==> src/rtl/i2s_tx.sv <==
// rtl/i2s_tx.sv - I2S stereo transmitter with a single-pair holding register
// Optional build macro I2S_TX_UNDERRUN_HOLD_EN: repeat the last pair on underrun instead of sending zeros.
module i2s_tx #(
   parameter int WIDTH_data = 24,
   parameter int SLOT       = 32,
   parameter int BCLK_DIV   = 4
) (
   input  logic                  clk,
   input  logic                  reset,
   input  logic                  in_valid,
   output logic                  in_ready,
   input  logic [WIDTH_data-1:0] data_l,
   input  logic [WIDTH_data-1:0] data_r,
   output logic                  bclk,
   output logic                  lrclk,
   output logic                  sdata,
   output logic                  underrun
);

   localparam int DW = $clog2(BCLK_DIV);
   localparam int BW = $clog2(2 * SLOT);

   localparam logic [DW-1:0] DIV_LAST = DW'(BCLK_DIV - 1);
   localparam logic [DW-1:0] DIV_HALF = DW'(BCLK_DIV / 2);
   localparam logic [BW-1:0] B_LAST   = BW'(2 * SLOT - 1);
   localparam logic [BW-1:0] B_SLOT   = BW'(SLOT);
   localparam logic [BW-1:0] L_BEG    = BW'(1);
   localparam logic [BW-1:0] L_END    = BW'(WIDTH_data);
   localparam logic [BW-1:0] R_BEG    = BW'(SLOT + 1);
   localparam logic [BW-1:0] R_END    = BW'(SLOT + WIDTH_data);

   logic [DW-1:0]         div_q, div_d;
   logic [BW-1:0]         b_q, b_d;
   logic                  bclk_q, bclk_d;
   logic                  lrclk_q, lrclk_d;
   logic                  sdata_q, sdata_d;
   logic                  underrun_q, underrun_d;
   logic                  in_ready_q, in_ready_d;
   logic                  hold_full_q, hold_full_d;
   logic [WIDTH_data-1:0] hold_l_q, hold_l_d;
   logic [WIDTH_data-1:0] hold_r_q, hold_r_d;
   logic [WIDTH_data-1:0] sh_l_q, sh_l_d;
   logic [WIDTH_data-1:0] sh_r_q, sh_r_d;
`ifdef I2S_TX_UNDERRUN_HOLD_EN
   logic [WIDTH_data-1:0] last_l_q, last_l_d;
   logic [WIDTH_data-1:0] last_r_q, last_r_d;
`endif

   logic fall;
   logic frame_start;
   logic accept;

   always_comb begin
      div_d       = div_q;
      b_d         = b_q;
      lrclk_d     = lrclk_q;
      sdata_d     = sdata_q;
      underrun_d  = 1'b0;
      hold_full_d = hold_full_q;
      hold_l_d    = hold_l_q;
      hold_r_d    = hold_r_q;
      sh_l_d      = sh_l_q;
      sh_r_d      = sh_r_q;
`ifdef I2S_TX_UNDERRUN_HOLD_EN
      last_l_d    = last_l_q;
      last_r_d    = last_r_q;
`endif

      fall        = (div_q == DIV_LAST);
      frame_start = fall && (b_q == B_LAST);
      accept      = in_valid && in_ready_q;

      div_d  = fall ? '0 : div_q + 1'b1;
      bclk_d = (div_d >= DIV_HALF);

      // Every serial output moves together on the bclk falling edge event.
      if (fall) begin
         b_d     = frame_start ? '0 : b_q + 1'b1;
         lrclk_d = (b_d >= B_SLOT);
         sdata_d = 1'b0;
         if (frame_start) begin
            if (hold_full_q) begin
               sh_l_d      = hold_l_q;
               sh_r_d      = hold_r_q;
               hold_full_d = 1'b0;
`ifdef I2S_TX_UNDERRUN_HOLD_EN
               last_l_d    = hold_l_q;
               last_r_d    = hold_r_q;
`endif
            end else begin
               underrun_d = 1'b1;
`ifdef I2S_TX_UNDERRUN_HOLD_EN
               sh_l_d     = last_l_q;
               sh_r_d     = last_r_q;
`else
               sh_l_d     = '0;
               sh_r_d     = '0;
`endif
            end
         end else if (b_d >= L_BEG && b_d <= L_END) begin
            sdata_d = sh_l_q[WIDTH_data-1];
            sh_l_d  = {sh_l_q[WIDTH_data-2:0], 1'b0};
         end else if (b_d >= R_BEG && b_d <= R_END) begin
            sdata_d = sh_r_q[WIDTH_data-1];
            sh_r_d  = {sh_r_q[WIDTH_data-2:0], 1'b0};
         end
      end

      // Accept only when empty, so it can never coincide with a frame-start copy.
      if (accept) begin
         hold_full_d = 1'b1;
         hold_l_d    = data_l;
         hold_r_d    = data_r;
      end

      in_ready_d = !hold_full_d;
   end

   always_ff @(posedge clk or posedge reset) begin
      if (reset) begin
         div_q       <= '0;
         b_q         <= '0;
         bclk_q      <= 1'b0;
         lrclk_q     <= 1'b0;
         sdata_q     <= 1'b0;
         underrun_q  <= 1'b0;
         in_ready_q  <= 1'b1;
         hold_full_q <= 1'b0;
         hold_l_q    <= '0;
         hold_r_q    <= '0;
         sh_l_q      <= '0;
         sh_r_q      <= '0;
`ifdef I2S_TX_UNDERRUN_HOLD_EN
         last_l_q    <= '0;
         last_r_q    <= '0;
`endif
      end else begin
         div_q       <= div_d;
         b_q         <= b_d;
         bclk_q      <= bclk_d;
         lrclk_q     <= lrclk_d;
         sdata_q     <= sdata_d;
         underrun_q  <= underrun_d;
         in_ready_q  <= in_ready_d;
         hold_full_q <= hold_full_d;
         hold_l_q    <= hold_l_d;
         hold_r_q    <= hold_r_d;
         sh_l_q      <= sh_l_d;
         sh_r_q      <= sh_r_d;
`ifdef I2S_TX_UNDERRUN_HOLD_EN
         last_l_q    <= last_l_d;
         last_r_q    <= last_r_d;
`endif
      end
   end

   assign bclk     = bclk_q;
   assign lrclk    = lrclk_q;
   assign sdata    = sdata_q;
   assign underrun = underrun_q;
   assign in_ready = in_ready_q;

endmodule
==> config.mk <==
export PLATFORM = sky130hd
export DESIGN_NAME = i2s_tx
export DESIGN_NICKNAME = d
export VERILOG_FILES = /design/src/rtl/i2s_tx.sv
export SDC_FILE = /design/constraint.sdc
export NUM_CORES = 1
export LEC_CHECK = 0
export CORE_MARGIN = 3
export CORE_UTILIZATION = 40
export CTS_CLUSTER_SIZE = 25
export DETAILED_ROUTE_END_ITERATION = 8
export PLACE_DENSITY = 0.6
export SLEW_MARGIN = 25
export SYNTH_ARGS = -nofsm -noshare
export SYNTH_HDL_FRONTEND = slang
export SYNTH_SLANG_ARGS = --single-unit
==> constraint.sdc <==
create_clock -name clk -period 4.4 [get_ports clk]
set_input_delay 0.88 -clock clk [delete_from_list [all_inputs] [get_ports clk]]
set_output_delay 0.88 -clock clk [all_outputs]
set_load 0.1 [all_outputs]
==> metrics.md, run 1 <==
| Metric | Value |
|---|---|
| CP required | 4640 ps |
| FF+latch area | between 2000 and 3000 um^2 |
| Vias in the first global route | approximately 3.5k |
| First-pass GRT wire length | between 15000 and 20000 um |
| Mapped Avg Cell Area | between 10 and 15 um^2 |
| Clk root buf | clkbuf_16 |
| Final ANT Viol Nets | 0 |
| CP startpoint kind | flip-flop |
| Longest Clk Path Bufs | 2 |
| Post-Route Setup TNS | 0 ps |
| Clk_lat worst skew | about 360 ps |
| Post-cts resize count | 0 |
| Period utilization | 66.56% |
| Setup bufs post-CTS | 0 |
| CP Capture Type | flip-flop |
| Final wirelength | 9743 um |
| Fillers | around 1.2k |
| Unrepaired setup endpoints after global routing | no |
| GRT Total Usage | roughly 15% |
| Static Leak | around 2.8 nW |
| DR vias | about 3.4k |
| Worst Hold Class | reg2reg |
| CTS Hold Bufs | 0 |
| Sequential element share of the synthesized area | a little over half |
| Final Hold Fails | 0 |
| Final Util | 48.26% |
| Largest net degree at the start of global routing | 62 |
| Synthesized net count | 507 |
| Fmax | 0.3415 GHz |
| Multi-input logic area | 2047 um^2 |
| PnR worst setup slack | approximately 1500 ps |
| Cells after synthesis | about 450 |
| Detailed Routing Iterations Pass 1 | 4 |
| Cell taking the most area after synthesis | dfrtp_1 |
| Largest cells by area after synthesis | dfrtp_1, mux2_2, mux2i_1 |
| GRT overflow | 0 |
| Yosys top cell area share | 51.80% |
| Final Net Count | 548 |
| Crit path kind | reg2reg |
| Ys flop type | dfrtp_1 |
| Placer Congestion | 0.7735 |
| Post-synth ARST share | 100.0% |
| CTS clk-pin slew, worst paths | 80 ps |
| Max transition margin | a little over a third |
| # DRC | 0 |
| P&R area growth vs syn | 17.19% |
| Clock Skews | 10.92 ps |
| Distinct cells, synth | 50 |
| Buffers added on ports | 55 |
| Peak supply drop | 271.7 uV |
| Clk sinks | approximately 110 |
| Crit path from | b_q[0]$_DFFE_PP0P_ |
| H-tree depth reported by CTS | 3 |
| Fin. max-slew vios | 0 |
| Syn Std Cell Area | between 5000 and 6000 um^2 |
| Post-DR wirelength/cell | 14.52 um |
| Pre-CTS setup slack | 1510 ps |
| #FFs+latches synth | 109 |
| Initial Util | 41.18% |
| Power per standard cell area | 306.5 nW/um^2 |
| Final setup fails | 0 |
| Hpwl dp | roughly 6500 um |
| IO Pins | 56 |
| Status | finished, final reports clean |
| Total CTS buffers | 9 |
| CP arrival | 3170 ps |
| CTS tree | built |
| Tmin final | 2928 ps |
| Die W | 120.2 um |
| Crit path max fanout | 12 |
| EDFF count, synth | 0 |
| Via-per-instance ratio | 5.036 |
| Initial antenna violation count | 0 |
| Chip height | about 120 um |
| Site Rows | 41 |
| Worst r2r src | b_q[0]$_DFFE_PP0P_ |
| Hold_sp | div_q[0]$_DFF_PP0_ |
| Worst slew pin tran | 971.0 ps |
| Warnings, synthesis | 0 |
| Die area | 14450 um^2 |
| Share of cells above drive strength 1 | between 10% and 20% |
| Ant. Diodes | 0 |
| Core ar. | 12670 um^2 |
| Iter 0 DRT Violations | 231 |
| MaxCap Viol Count | 0 |
flip-flops by register name, summed over array words and instances (netlist names), 6 cells and up:
name      flops
sh_r_q       24
hold_l_q     24
b_q           6
hold_r_q     24
sh_l_q       24
area by class of cell:
cell class	instances	area share, %
sequential	109	44.63
multi-input combinational	257	33.48
timing repair buffer	64	10.11
clock buffer	10	3.908
tap	172	3.520
inverter	53	3.294
clock inverter	6	1.064
cells in the mapped netlist (2+ instances only):
master	instances
buf_12	4
nand4_1	3
o211a_1	2
nor2_2	2
nand3_1	5
buf_2	3
mux2i_1	44
xnor2_1	2
ha_1	3
buf_6	4
mux2_2	49
a311oi_1	2
buf_4	3
buf_1	5
and3_1	45
a211oi_2	2
nor2_1	6
o21ai_1	3
nand2_1	11
dfrtp_1	108
a21oi_1	46
o21ai_0	8
and2_1	2
inv_1	53
clkbuf_1	13
worst max-delay path, stage by stage, from the launching register on:
cell,delay [ps]
dfrtp_1,550
ha_1,480
xor2_1,180
a211oi_2,270
o2111a_2,240
o311a_1,510
buf_4,280
mux2_4,300
cells by family (layout without fill, tap and decap cells):
| family | count (synthesis) | after routing | share of synthesized area (%) |
|---|---|---|---|
| and+or+nand+nor | 81 | 81 | 9.520 |
| xor gates and xnor gates | 3 | 3 | 0.5037 |
| buffers and inverters | 87 | 133 | 8.609 |
| AOI/OAI and AO/OA | 75 | 75 | 8.825 |
| DFF | 109 | 109 | 52.30 |
| adders and majority gates | 3 | 3 | 0.7195 |
| muxes | 95 | 95 | 19.52 |
where the power goes:
| part | internal, mW | switching [mW] |
|---|---|---|
| Clock | 0.415 | 0.392 |
| Combinational | 0.0400 | 0.0256 |
| Sequential | 1.00 | 0 |
| Total | 1.46 | 0.418 |
metrics by stage:
step                cells  hold WS, ps  instance area (um^2)  total power [mW]
finish                671        426.1                  6115             1.874
floorplan             453        400.7                  5218             1.036
global route          671        458.0                  6115             1.957
detailed placement    655        421.7                  5811             1.089
global placement      655        413.7                  5811             1.088
CTS                   671        432.8                  6115             1.908
layout by cell type (no fill, tap or decap), types with 2 or more instances in the layout:
| cell type | n |
|---|---|
| dfrtp_1 | 108 |
| clkdlybuf4s50_1 | 55 |
| inv_1 | 52 |
| mux2_2 | 49 |
| a21oi_1 | 46 |
| and3_1 | 45 |
| mux2i_1 | 44 |
| nand2_1 | 10 |
| clkbuf_16 | 9 |
| buf_4 | 9 |
| o21ai_0 | 8 |
| nor2_1 | 6 |
| nand3_1 | 5 |
| o21ai_1 | 3 |
| nand4_1 | 3 |
| ha_1 | 3 |
| clkinv_4 | 3 |
| and2_1 | 2 |
| a311oi_1 | 2 |
| o211a_1 | 2 |
| a211oi_2 | 2 |
| xnor2_1 | 2 |
| inv_8 | 2 |
routing by layer:
metal	global-route usage, %	share of wire, %
met5	0	0
met4	3.612	0.87
met3	5.566	4.8
met2	22.97	47
met1	19.77	47
final timing paths:
check	cells after the start	slack (ps)	end
max in group asynchronous	3	2530	sh_l_q[11]$_DFFE_PP0P_
setup / recovery	7	1470	sh_l_q[1]$_DFFE_PP0P_
min in group asynchronous	2	1010	hold_l_q[6]$_DFFE_PP0P_
hold / removal	1	430	div_q[0]$_DFF_PP0_
setup reg to reg	7	1470	sh_l_q[1]$_DFFE_PP0P_
hold reg to reg	1	430	div_q[0]$_DFF_PP0_
Power figures use the tool's default switching activity.
==> run 2: changes to the inputs <==
- PLACE_DENSITY: 0.6 -> 0.62
- clock period: 4.4 -> 2.6 ns (I/O delays scaled with it)
==> run 2 against run 1 <==
Compared with the run above: total power rose by 77%; critical path depth unchanged; clock-buffer cell count shrank 1; clock skew shrank 2.0 ps; register-to-register slack got worse by 1200 ps; final cell count rose by 0.75%; wire length barely moved; design area grew 1.4%; largest cell class unchanged.
==> metrics.md, run 2 (same netlist as run 1, synthesis figures left out) <==
| Metric | Value |
|---|---|
| Clk root buf | clkbuf_16 |
| Post-DR wirelength/cell | 14.42 um |
| Worst slew pin tran | 692.7 ps |
| Crit path max fanout | 24 |
| Tmin final | 2314 ps |
| Final ANT Viol Nets | 0 |
| Worst r2r src | b_q[0]$_DFFE_PP0P_ |
| GRT overflow | 0 |
| Detailed Routing Iterations Pass 1 | 4 |
| Die area | 14450 um^2 |
| Clock Skews | 8.926 ps |
| Post-Route Setup TNS | 0 ps |
| Hold_sp | div_q[0]$_DFF_PP0_ |
| CTS tree | built |
| CTS clk-pin slew, worst paths | 80 ps |
| CP cell instances | ha_1 > and3_1 > nor4_4 > o2111a_2 > o311a_1 > buf_12 > mux2_4 |
| Most frequent cells in the layout | dfrtp_1, inv_1, clkdlybuf4s50_1 |
| IO Pins | 56 |
| Initial Util | around two fifths |
| Critical R2R Capture | sh_l_q[1]$_DFFE_PP0P_ |
| Post-route cell area | 6202 um^2 |
| # DRC | 0 |
| Wire length on met1 | 4550 um |
| First-pass GRT wire length | 16830 um |
| Fmax | 0.4322 GHz |
| Final Hold Fails | 0 |
| CP Capture Type | flip-flop |
| Fillers | 1145 |
| CTS Hold Bufs | 0 |
| Crit path kind | reg2reg |
| MaxCap Viol Count | 0 |
| Iter 0 DRT Violations | around 190 |
| Vias in the first global route | approximately 3.5k |
| P&R area growth vs syn | 18.87% |
| Peak supply drop | 432.2 uV |
| Via-per-instance ratio | 5.047 |
| Fin. max-slew vios | 0 |
| Largest net degree at the start of global routing | between 100 and 150 |
| H-tree depth reported by CTS | 3 |
| Buffers added on ports | 55 |
| Longest Clk Path Bufs | 2 |
| Clk sinks | 109 |
| Site Rows | 41 |
| Critical Path Max Stage Delay | 390 ps |
| Chip height | 120.2 um |
| Power per standard cell area | 535.4 nW/um^2 |
| Met3 routed WL | 443 um |
| Reg2Reg Depth | 7 |
| CP arrival | 2550 ps |
| Reg-to-reg setup timing slack | 290 ps |
| CP required | 2840 ps |
| Uppermost layer routed | met4 |
| Share of cells above drive strength 1 | about a fifth |
| Core ar. | 12670 um^2 |
| Status | finished, final reports clean |
| Placed Area | 5871 um^2 |
| Initial antenna violation count | 0 |
| Ant. Diodes | 0 |
| Worst Hold Class | reg2reg |
| Final Net Count | 553 |
| Most common cell after layout, fill and taps aside | dfrtp_1 |
| Static Leak | 2.869 nW |
| Period utilization | between 80 and 90% |
| Die W | 120.2 um |
| Final wirelength | 9750 um |
| Met2 wire len | about 4600 um |
| CP startpoint kind | flip-flop |
| Placer Congestion | 0.7868 |
| Final setup fails | 0 |
| Post-cts resize count | 0 |
| DR vias | 3412 |
| Total CTS buffers | 9 |
| Crit path from | b_q[0]$_DFFE_PP0P_ |
| Clk_lat worst skew | 350 ps |
| Setup bufs post-CTS | 0 |
| Unrepaired setup endpoints after global routing | no |
| Critical path endpoint | sh_l_q[1]$_DFFE_PP0P_ |
| Slowest cell on the critical path | dfrtp_1 |
| GRT Total Usage | between 10 and 15% |
| Max transition margin | 53.82% |
| Hpwl dp | 6270 um |
-- run 2: power breakdown --
| group | total (mW) | internal [mW] | switching, mW |
|---|---|---|---|
| combinational | 0.111 | 0.0688 | 0.0418 |
| clock | 1.52 | 0.862 | 0.655 |
| sequential | 1.69 | 1.69 | 0 |
-- run 2: area by class of cell --
cell class | instances | area (um^2) | share of cell area (%)
clock buffers | 9 | 225.2 | 3.631
multi-input cells | 257 | 2042 | 32.92
well taps | 172 | 215.2 | 3.470
inverters | 53 | 202.7 | 3.268
repair buffers | 69 | 680.7 | 10.97
clock inverters | 7 | 106.4 | 1.715
flip-flops and latches | 109 | 2730 | 44.02
-- run 2: worst min path at each step --
stage | endpoint | slack (ps) | cells past startpoint
3_5_place_dp | div_q[0]$_DFF_PP0_ | 420 | 1
2_1_floorplan | div_q[0]$_DFF_PP0_ | 400 | 1
5_1_grt | div_q[0]$_DFF_PP0_ | 460 | 1
4_1_cts | div_q[0]$_DFF_PP0_ | 430 | 1
6_report | div_q[0]$_DFF_PP0_ | 430 | 1
3_3_place_gp | div_q[0]$_DFF_PP0_ | 410 | 1
-- run 2: metal layers --
metal  up-vias  GRT usage, %
met3        18         4.163
li1       1651             -
met4         0         5.170
met1      1678         19.10
met2        65         22.80
met5         -             0
-- run 2: critical path: cells and delay by family, from the launching register on --
family / cells / cell delay [ps]
AOI/OAI and AO/OA: 2 / 440
adders and majority gates: 1 / 280
buffers and inverters: 1 / 220
DFF: 1 / 390
muxes: 1 / 320
and+or+nand+nor: 2 / 540
-- run 2: stage by stage --
stage	hold WS [ps]	power [mW]	worst slack, ps	utilization [%]	cells
5_1_grt	462.2	3.445	165.4	48.95	676
4_1_cts	430.8	3.381	306.8	48.95	676
2_1_floorplan	400.7	1.754	135.3	-	453
3_3_place_gp	409.8	1.842	400.6	46.32	660
6_report	433.5	3.321	286.0	48.95	676
3_5_place_dp	421.3	1.842	330.7	46.33	660
